==> src/rtl/alpaca_dtypes_pkg.sv <==
// Shared sample type and frame-length defaults for the playback datapath.
package alpaca_dtypes_pkg;

  // One complex sample: signed 16-bit real and imaginary parts.
  typedef struct packed {
    logic signed [15:0] re;
    logic signed [15:0] im;
  } cx_t;

  localparam int CX_W             = $bits(cx_t);
  localparam int DEF_SAMP_PER_CLK = 2;
  localparam int DEF_FFT_LEN      = 64;

  // Number of stream beats that make up one FFT frame.
  function automatic int frame_beats(input int fft_len, input int samp_per_clk);
    return fft_len / samp_per_clk;
  endfunction

endpackage

==> src/rtl/alpaca_data_pkt_axis.sv <==
// AXI-stream style packet bus carrying N samples of type dtype per beat.
interface alpaca_data_pkt_axis #(
  parameter type dtype   = logic [31:0],
  parameter int  N       = 2,
  parameter int  TUSER_W = 1
);
  logic               tvalid;
  logic               tready;
  dtype [N-1:0]       tdata;
  logic               tlast;
  logic [TUSER_W-1:0] tuser;

  modport MST (output tvalid, output tdata, output tlast, output tuser, input tready);
  modport SLV (input tvalid, input tdata, input tlast, input tuser, output tready);
endinterface

==> src/rtl/playback_bram.sv <==
// Simple dual-port buffer: one write port, one registered read port (1-cycle latency).
module playback_bram #(
  parameter int DW    = 64,
  parameter int DEPTH = 32
) (
  input  logic                     clk,
  input  logic                     we,
  input  logic [$clog2(DEPTH)-1:0] waddr,
  input  logic [DW-1:0]            wdata,
  input  logic                     re,
  input  logic [$clog2(DEPTH)-1:0] raddr,
  output logic [DW-1:0]            rdata
);
  logic [DW-1:0] mem [DEPTH];

  // Write port; contents have no reset so they survive rst.
  always_ff @(posedge clk) begin
    if (we) mem[waddr] <= wdata;
  end

  // Registered read port.
  always_ff @(posedge clk) begin
    if (re) rdata <= mem[raddr];
  end
endmodule

==> src/rtl/parallel_axis_playback.sv <==
// Plays a preloaded buffer out as whole frames on an AXI-stream master.
//
// Handshake: a beat transfers on a clock edge where tvalid and tready are both
// high. Once tvalid rises it stays high, and tdata/tlast/tuser hold, until that
// transfer happens. tvalid never depends combinationally on tready.
module parallel_axis_playback
  import alpaca_dtypes_pkg::*;
#(
  parameter int SAMP_PER_CLK = DEF_SAMP_PER_CLK,
  parameter int FFT_LEN      = DEF_FFT_LEN,
  parameter int DEPTH        = 32
) (
  input  logic                     clk,
  input  logic                     rst,
  input  logic                     wr_en,
  input  logic [$clog2(DEPTH)-1:0] wr_addr,
  input  cx_t  [SAMP_PER_CLK-1:0]  wr_data,
  input  logic                     start,
  input  logic                     loop,
  input  logic                     stop,
  alpaca_data_pkt_axis.MST         m_axis,
  output logic                     busy,
  output logic                     done,
  output logic [31:0]              frame_cnt,
  output logic [1:0]               dbg_state
);
  localparam int            AW        = $clog2(DEPTH);
  localparam int            DW        = SAMP_PER_CLK * CX_W;
  localparam int            BEATS     = frame_beats(FFT_LEN, SAMP_PER_CLK);
  localparam logic [AW-1:0] LAST_ADDR = AW'(DEPTH - 1);

  typedef enum logic [1:0] {
    IDLE  = 2'd0,
    PLAY  = 2'd1,
    DRAIN = 2'd2
  } state_t;

  // One skid entry: data plus framing flags; wrap marks the beat at LAST_ADDR.
  typedef struct packed {
    logic [DW-1:0] data;
    logic          last;
    logic          user;
    logic          wrap;
  } beat_t;

  state_t        state;
  logic [AW-1:0] rd_ptr;
  logic          rd_more;
  logic          loop_q;
  logic          stop_q;

  // Read in flight: rd_vld says the BRAM output holds a beat this cycle.
  logic          rd_vld;
  logic          rd_last, rd_user, rd_wrap;
  logic [DW-1:0] rd_data;

  // Two-entry skid/prefetch stage; q0 is the head driven onto the bus.
  logic [1:0]    cnt;
  beat_t         q0, q1;
  beat_t         landing;

  logic          head_vld, pop, issue, bram_re;
  logic [AW-1:0] bram_raddr;
  logic [2:0]    occ;
  logic [DW-1:0] wr_word;
  int            rd_pos;

  assign wr_word = wr_data;
  assign landing = {rd_data, rd_last, rd_user, rd_wrap};

  // Read issue: keep skid + in-flight occupancy at most two so no beat is lost.
  always_comb begin
    head_vld   = (cnt != 2'd0);
    pop        = head_vld & m_axis.tready;
    occ        = 3'(cnt) + 3'(rd_vld) - 3'(pop);
    issue      = (state == PLAY) && rd_more && (occ < 3'd2);
    bram_re    = ((state == IDLE) && start) || issue;
    bram_raddr = (state == IDLE) ? '0 : rd_ptr;
    rd_pos     = int'(bram_raddr) % BEATS;
  end

  playback_bram #(
    .DW    (DW),
    .DEPTH (DEPTH)
  ) u_bram (
    .clk   (clk),
    .we    (wr_en && (state == IDLE)),
    .waddr (wr_addr),
    .wdata (wr_word),
    .re    (bram_re),
    .raddr (bram_raddr),
    .rdata (rd_data)
  );

  // Framing flags travel alongside the read so they line up with rd_data.
  always_ff @(posedge clk) begin
    if (bram_re) begin
      rd_last <= (rd_pos == BEATS - 1);
      rd_user <= (rd_pos == 0);
      rd_wrap <= (bram_raddr == LAST_ADDR);
    end
  end

  // Skid data: shift on pop, land the arriving read in the first free slot.
  always_ff @(posedge clk) begin
    if (rd_vld) begin
      if ((cnt == 2'd0) || ((cnt == 2'd1) && pop)) begin
        q0 <= landing;
      end else if (cnt == 2'd1) begin
        q1 <= landing;
      end else if (pop) begin
        q0 <= q1;
        q1 <= landing;
      end
    end else if (pop) begin
      q0 <= q1;
    end
  end

  // Control FSM: sequencing, occupancy, stop/loop latches, frame count, done.
  always_ff @(posedge clk) begin
    if (rst) begin
      state     <= IDLE;
      cnt       <= 2'd0;
      rd_vld    <= 1'b0;
      rd_ptr    <= '0;
      rd_more   <= 1'b0;
      loop_q    <= 1'b0;
      stop_q    <= 1'b0;
      done      <= 1'b0;
      frame_cnt <= '0;
    end else begin
      done   <= 1'b0;
      rd_vld <= bram_re;
      unique case (state)
        IDLE: begin
          cnt <= 2'd0;
          if (start) begin
            state     <= PLAY;
            frame_cnt <= '0;
            loop_q    <= loop;
            stop_q    <= 1'b0;
            rd_ptr    <= (LAST_ADDR == '0) ? '0 : AW'(1);
            rd_more   <= (LAST_ADDR != '0) || loop;
          end
        end
        PLAY: begin
          cnt <= cnt + 2'(rd_vld) - 2'(pop);
          if (stop) stop_q <= 1'b1;
          if (issue) begin
            if (rd_ptr == LAST_ADDR) begin
              rd_ptr  <= '0;
              rd_more <= loop_q;
            end else begin
              rd_ptr <= rd_ptr + AW'(1);
            end
          end
          // Playback only ever ends on an accepted tlast, so frames stay whole.
          if (pop && q0.last) begin
            if (frame_cnt != '1) frame_cnt <= frame_cnt + 32'd1;
            if (stop_q || stop || (q0.wrap && !loop_q)) begin
              state  <= DRAIN;
              done   <= 1'b1;
              cnt    <= 2'd0;
              rd_vld <= 1'b0;
            end
          end
        end
        DRAIN: begin
          state <= IDLE;
          cnt   <= 2'd0;
        end
        default: state <= IDLE;
      endcase
    end
  end

  assign m_axis.tvalid = head_vld;
  assign m_axis.tdata  = q0.data;
  assign m_axis.tlast  = head_vld & q0.last;
  assign m_axis.tuser  = {head_vld & q0.user};
  assign busy          = (state != IDLE);
  assign dbg_state     = state;

endmodule

==> src/flat_wrapper.sv <==
// flat-port wrapper written by rule: the top's interface ports become plain ports
module parallel_axis_playback_flat import alpaca_dtypes_pkg::*;
#(
  parameter int SAMP_PER_CLK = DEF_SAMP_PER_CLK,
  parameter int FFT_LEN      = DEF_FFT_LEN,
  parameter int DEPTH        = 32
)
  (clk, rst, wr_en, wr_addr, wr_data, start, loop, stop, busy, done, frame_cnt, dbg_state, m_axis_tvalid, m_axis_tdata, m_axis_tlast, m_axis_tuser, m_axis_tready);
  alpaca_data_pkt_axis #(.dtype(cx_t), .N((2)), .TUSER_W(1)) m_axis_i ();
  input  logic clk;
  input  logic rst;
  input  logic wr_en;
  input  logic [$clog2(DEPTH)-1:0] wr_addr;
  input  cx_t  [SAMP_PER_CLK-1:0] wr_data;
  input  logic start;
  input  logic loop;
  input  logic stop;
  output logic busy;
  output logic done;
  output logic [31:0] frame_cnt;
  output logic [1:0] dbg_state;
  output wire logic [$bits(m_axis_i.tvalid)-1:0] m_axis_tvalid;
  output wire logic [$bits(m_axis_i.tdata)-1:0] m_axis_tdata;
  output wire logic [$bits(m_axis_i.tlast)-1:0] m_axis_tlast;
  output wire logic [$bits(m_axis_i.tuser)-1:0] m_axis_tuser;
  input wire logic [$bits(m_axis_i.tready)-1:0] m_axis_tready;
  assign m_axis_tvalid = m_axis_i.tvalid;
  assign m_axis_tdata = m_axis_i.tdata;
  assign m_axis_tlast = m_axis_i.tlast;
  assign m_axis_tuser = m_axis_i.tuser;
  assign m_axis_i.tready = m_axis_tready;
  parallel_axis_playback #(.SAMP_PER_CLK(SAMP_PER_CLK), .FFT_LEN(FFT_LEN), .DEPTH(DEPTH)) u_core (.clk(clk), .rst(rst), .wr_en(wr_en), .wr_addr(wr_addr), .wr_data(wr_data), .start(start), .loop(loop), .stop(stop), .m_axis(m_axis_i), .busy(busy), .done(done), .frame_cnt(frame_cnt), .dbg_state(dbg_state));
endmodule
==> config.mk <==
export PLATFORM = sky130hd
export DESIGN_NAME = parallel_axis_playback_flat
export DESIGN_NICKNAME = d
export VERILOG_FILES = /design/src/rtl/alpaca_dtypes_pkg.sv /design/src/rtl/alpaca_data_pkt_axis.sv /design/src/rtl/playback_bram.sv /design/src/rtl/parallel_axis_playback.sv /design/src/flat_wrapper.sv
export SDC_FILE = /design/constraint.sdc
export NUM_CORES = 2
export LEC_CHECK = 0
export BUFFER_PORTS_ARGS = -buffer_cell sky130_fd_sc_hd__buf_2
export CORE_UTILIZATION = 40
export CTS_CLUSTER_DIAMETER = 80
export DETAILED_ROUTE_END_ITERATION = 8
export PLACE_DENSITY = 0.62
export RECOVER_POWER = 100
export SLEW_MARGIN = 10
export SYNTH_ARGS = -nofsm -noshare
export SYNTH_HDL_FRONTEND = slang
export SYNTH_SLANG_ARGS = --single-unit
==> constraint.sdc <==
create_clock -name clk -period 9.9 [get_ports clk]
set_clock_uncertainty 0.1 [all_clocks]
set_input_delay 1.98 -clock clk [delete_from_list [all_inputs] [get_ports clk]]
set_output_delay 1.98 -clock clk [all_outputs]
set_load 0.02 [all_outputs]
* Yosys cells after proc, flatten, opt, wreduce, memory -nomap -nowiden
Memory sizes are Yosys's and may differ from the RTL's. A register that Yosys moved wholly into a read port is not among the register bits. Cells that the tools add are included.
Cells by class: $lt $le $gt $ge 1, reduce and logical (&&, ||, !) cells 29, bitwise operators 6, eq/ne operators 15, multiplexer cells 35, add/sub/neg operators 6
Operators with widths (number):
- $mux 67 | 6
- $mux 32 | 3
- $pmux 32 s2 | 1
- $add 32x1->32 const B | 1
- $logic_not 32->1 | 1
- $ne 32x32->1 const B | 1
- $mux 5 | 4
- $ne 2x2->1 const B | 6
- $reduce_and 3->1 | 4
- $mux 1 | 11
- $eq 5x5->1 const B | 2
- $mux 2 | 5
- $pmux 5 s2 | 1
- $reduce_bool 2->1 | 5
- $pmux 2 s2 | 2
- $reduce_and 4->1 | 2
- $logic_and 1x1->1 | 7
- $add 5x1->5 const B | 1
- $eq 5x1->1 const B | 1
- $eq 2x1->1 const B | 2
- $logic_not 2->1 | 2
- $logic_or 1x1->1 | 4
- $pmux 1 s2 | 2
- $add 2x1->3 | 1
- 13 further kinds | 17
Word-level totals: flip-flop bits (word level) 183, input bits 76, memories 1, output and inout port bits 103, memory bits (writable) 2048
Memory list:
- u_core.u_bram.mem | words 32, width 64, rd ports 1, clocked after Yosys merged registers in 1, write ports 1, RTL line playback_bram.sv:14 | logic [DW-1:0] mem [DEPTH];

* Logic depth before layout (Yosys ltp)
depth after elaboration 9, gate-level depth with buffers 16

* Hierarchy
A second synthesis with hierarchy kept.
Unflattened totals: cells, all modules 3858, area, all modules 88324.7 um^2
Modules (own cells, without submodules):
- playback_bram | times used 1, sequential area each 63420.8 um^2, area an instance 79605.1 um^2, cells an instance 3096
- parallel_axis_playback | times used 1, sequential area each 4974.8 um^2, area an instance 8719.6 um^2, cells an instance 762

* Worst setup path after synthesis
No wires, ideal clock.
kind input-to-reg, from input m_axis_tready, to register u_core.q1[10] in the netlist's numbering, enable pin, setup time 0.591 ns, required time 9.209 ns, data arrival time 7.021 ns, stages on the path 3, path buffers 0, path slack 2.188 ns, path through nor2b_1 -> nand2b_1 -> a21boi_0
Between the ends: longest elaborated chain between the ends 5, elaborated cells between the ends (all ways) 6, those cells by class bitwise: 2; reduce/logical: 4
Ends and longest elaborated chain:
- from (decl) | RTL line flat_wrapper.sv:26 | input wire logic [$bits(m_axis_i.tready)-1:0] m_axis_tready;
- $and 1x1->1 * | RTL line parallel_axis_playback.sv:74 | pop = head_vld & m_axis.tready;
- $logic_and 1x1->1 | RTL line parallel_axis_playback.sv:107 | if ((cnt == 2'd0) || ((cnt == 2'd1) && pop)) begin
- $logic_or 1x1->1 | RTL line parallel_axis_playback.sv:107
- $not 1->1 (no line)
- $reduce_and 3->1 (no line) *
- to (signal assigned) | RTL line parallel_axis_playback.sv:110 | q1 <= landing;
- to (signal assigned) | RTL line parallel_axis_playback.sv:113 | q1 <= landing;
- to (decl) | RTL line parallel_axis_playback.sv:59 | beat_t q0, q1;
Every way passes the cells marked *; elsewhere a longest branch is shown, timed or not. A chain may end at the register's enable or synchronous reset.

* Worst setup path in the final report
from register u_core.state[0], in the netlist u_core.dbg_state[0], to memory u_core.u_bram.mem[19][1], enable pin
Between the ends: longest elaborated chain between the ends 4
Ends and longest elaborated chain:
- from (decl) | RTL line parallel_axis_playback.sv:46 | state_t state;
- from (signal assigned) | RTL line parallel_axis_playback.sv:123 | state <= IDLE;
- from (signal assigned) | RTL line parallel_axis_playback.sv:139 | state <= PLAY;
- from (signal assigned) | RTL line parallel_axis_playback.sv:162 | state <= DRAIN;
- $logic_not 2->1 | RTL line parallel_axis_playback.sv:87 | .we (wr_en && (state == IDLE)),
- $logic_and 1x1->1 | RTL line parallel_axis_playback.sv:87
- $mux 1 | RTL line playback_bram.sv:18 | if (we) mem[waddr] <= wdata;
- $mux 1 (implied by the code) | RTL line playback_bram.sv:18
- to (decl) | RTL line playback_bram.sv:14
Every way passes these cells.

==> metrics.txt <==
outcome=finished with violations; failing checks=capacitance limit, slew limit; VDD IR max=0.175 mV; pwr dens=199 nW/um^2; Post-CTS Setup Repair Bufs=0; CP max FO=27; endpoints failing setup=0; vias per cell=5.83; IO Count=179; HP Start=u_core.u_bram.rdata[46]; Tcrit/Tclk final=74.0%; CTS H-tree lvls=4; first-pass GRT wire length=between 300000 and 400000 um; Cell variety after synth=63; Syn Area/Cell=roughly 15 sq um; filler cell count=19500; Synth area leaders=edfxtp_1 (75%), nand2_1 (4.6%), mux2i_1 (4.5%); sequential element share of the synthesized area=75.9%; core area=~220000 sq um; final hold vios=0; RSZ-0062 raised after global routing=no; path depth of the worst reg2reg path=7; Post-Syn Nets=between 6000 and 7000; reg2reg end=u_core.u_bram.mem[19][1]; Yosys top cell area share=74.9%; total negative slack=0 ps; clock insertion delay at the later pin of the skew report=870 ps; cts hold-fix bufs=0; DRT Wirelength=between 200000 and 300000 um; Initial DRC Count=about 6700; CTS Root Cell=clkbuf_16; clk sinks=between 2000 and 2500; initial antenna violation count=35; vias in the first global route=50600; Multi-input gate area=19700 sq um; nets=6177; area delta synth->final=11.4%; Die Ht=roughly 480 um; DR DRC count=0; worst path required time=roughly 10000 ps; Post-Syn Instances=6035; Slew Limit Headroom=-182%; r2r setup slk=2570 ps; register area=roughly 70000 sq um; Avg WL per Cell=roughly 28 um; Tmin final=7330 ps; crit path launch type=register; die area=227000 sq um; r2r startpoint=u_core.dbg_state[0]; CTS tree=done; DR pass1 iterations=5; row cnt=between 150 and 200; Hold Path Class=reg -> reg; Cell Area, Synth=90100 sq um; clk buf depth=3; post-synth top area cell=edfxtp_1; Worst-Margin Slew=4230 ps; Synth Register Bits=2293; share of layout cells above drive strength 1=6.87%; max-slew violation count=2440; ys flop type=edfxtp_1; DP Wirelength=138000 um; DRT antenna net count=0; Initial Util=40.4%; WS Path Type=reg -> reg; RD Place Congestion=0.813; total grt overflow=0; Fmax=between 100 and 150 MHz; Post-CTS Resized=0; largest net degree at the start of global routing=159; Hold Crit Depth=0; clk slew on worst S/H paths=about 60 ps; gr usage total=between 20 and 25%; I/O Buffers=178; Post-synth EDFFs=2247; Vias=54000; critical path data arrival time=7720 ps; Max Cap Violations=78; Critical Path Sink Type=register; final core occ=45.0%; die width=477 um; TritonCTS buffer count=225; post-synthesis async set-or-reset flop share=0%; Pleak=roughly 32 nW; Worst Hold Endpoint=u_core.q1[49]; Warnings, synthesis=0
[cells in the final DEF, fill, tap and decap left out, types with 9 or more instances in the layout]
cell / n
a21oi_1: 121
nor2_1: 70
clkbuf_16: 226
a311oi_1: 177
nor2_4: 13
buf_4: 63
o21ai_0: 82
nor2b_1: 222
buf_12: 13
clkinv_2: 45
edfxtp_1: 2247
o22ai_1: 49
nand3_1: 217
a211oi_1: 249
mux2i_1: 404
a22oi_1: 91
clkbuf_1: 266
nor4_1: 27
buf_2: 9
diode_2: 10
clkinv_1: 61
nand2_1: 1106
bufinv_16: 9
o221ai_1: 45
dfxtp_1: 45
a31oi_1: 209
nor3_1: 43
and3_1: 45
[metrics by stage]
stage | setup WS, ps | instance area (sq um) | std cells | total power, mW | hold WS, ps
floorplan | 2190 | 90100 | 6035 | 11.8 | 326
global placement | 3890 | 94100 | 8843 | 12.1 | 333
detailed placement | 4110 | 94100 | 8844 | 12.1 | 334
CTS | 5060 | 101000 | 9259 | 20.1 | 324
global route | 2390 | 100000 | 9261 | 20.5 | 352
finish | 2570 | 100000 | 9269 | 20.0 | 332
[critical path, cell delays in order (launching register included)]
cell      delay [ps]
dfxtp_1          390
clkbuf_1         360
nor2_1           250
clkbuf_1         960
nand4_1          850
nor2_1          1380
clkbuf_1        1810
buf_4            760
[per-layer routing]
metal | vias up | track usage, % | part of all wire, %
met5 | - | 0 | 0.050
met4 | 20 | 6.23 | 2.9
met3 | 404 | 3.93 | 9.1
met2 | 2644 | 35.0 | 46
met1 | 27600 | 31.4 | 42
li1 | 23300 | - | -
[state kept, by name, summed over array words and instances, names as in the netlist]
name	count
u_core.rd_more	1
u_core.done	1
u_core.cnt	2
u_core.m_axis.tdata	64
u_core.u_bram.rdata	64
u_core.frame_cnt	32
u_core.rd_ptr	5
u_core.q0	3
u_core.dbg_state	2
u_core.u_bram.mem	2048
u_core.stop_q	1
u_core.rd_vld	1
u_core.q1	66
u_core.rd_last	1
u_core.loop_q	1
u_core.rd_user	1
[cell families (layout without fill, tap and decap cells)]
| group | Yosys count | in the layout | synth area share, % |
|---|---|---|---|
| fa+ha+maj | 5 | 5 | 0.0778 |
| other cells | 0 | 10 | 0 |
| xor+xnor | 2 | 2 | 0.0194 |
| flops | 2293 | 2293 | 75.9 |
| buf+inv | 480 | 729 | 2.41 |
| compound gates | 1051 | 1051 | 8.16 |
| simple gates | 1798 | 1798 | 8.91 |
| mux | 406 | 406 | 4.51 |
[power breakdown]
| group | internal (mW) | leakage, nW | total [mW] | switching (mW) |
|---|---|---|---|---|
| Clock | 4.45 | 3.38 | 8.08 | 3.63 |
| Sequential | 10.8 | 20.8 | 10.9 | 0.103 |
| Combinational | 0.258 | 7.87 | 0.993 | 0.734 |
[synthesized netlist by cell type (2+ instances only)]
master,n
edfxtp_1,2247
nand2_1,1106
mux2i_1,404
a211oi_1,248
clkbuf_1,236
nor2b_1,222
nand3_1,218
a31oi_1,209
a311oi_1,177
a21oi_1,121
buf_2,94
a22oi_1,91
nor2_1,82
o21ai_0,80
buf_1,75
buf_4,66
o22ai_1,49
dfxtp_1,46
and3_1,45
o221ai_1,45
nor3_1,43
nor4_1,27
o21ai_1,11
inv_1,8
and2_1,7
nand3b_1,7
nand4_1,5
nor4b_1,5
or4_1,5
ha_1,4
nand2b_1,4
and4_1,3
o21a_1,3
o41ai_1,3
or2_2,3
or3_1,3
a32o_1,2
and2_0,2
mux2_2,2
nor3b_1,2
nor4_2,2
or3b_2,2
[how the worst max path moves through the flow]
stage,slack [ps],start,to
final,2570,u_core.dbg_state[0],u_core.u_bram.mem[19][1]
after global routing,2390,u_core.dbg_state[0],u_core.u_bram.mem[6][38]
after CTS,5060,m_axis_tready,u_core.rd_ptr[4]
after detailed placement,4110,m_axis_tready,u_core.rd_ptr[4]
after global placement,3890,m_axis_tready,u_core.rd_ptr[4]
after floorplan,2190,m_axis_tready,u_core.q1[10]
[final cells by class]
| class | instances | area share, % |
|---|---|---|
| sequential | 2293 | 68.1 |
| timing repair buffer | 305 | 1.63 |
| clock inverter | 135 | 1.02 |
| clock buffer | 280 | 5.86 |
| antenna | 10 | 0.0249 |
| inverter | 9 | 0.0361 |
| multi-input combinational | 3262 | 19.6 |
| tap | 2975 | 3.71 |
Power figures use the tool's default switching activity.
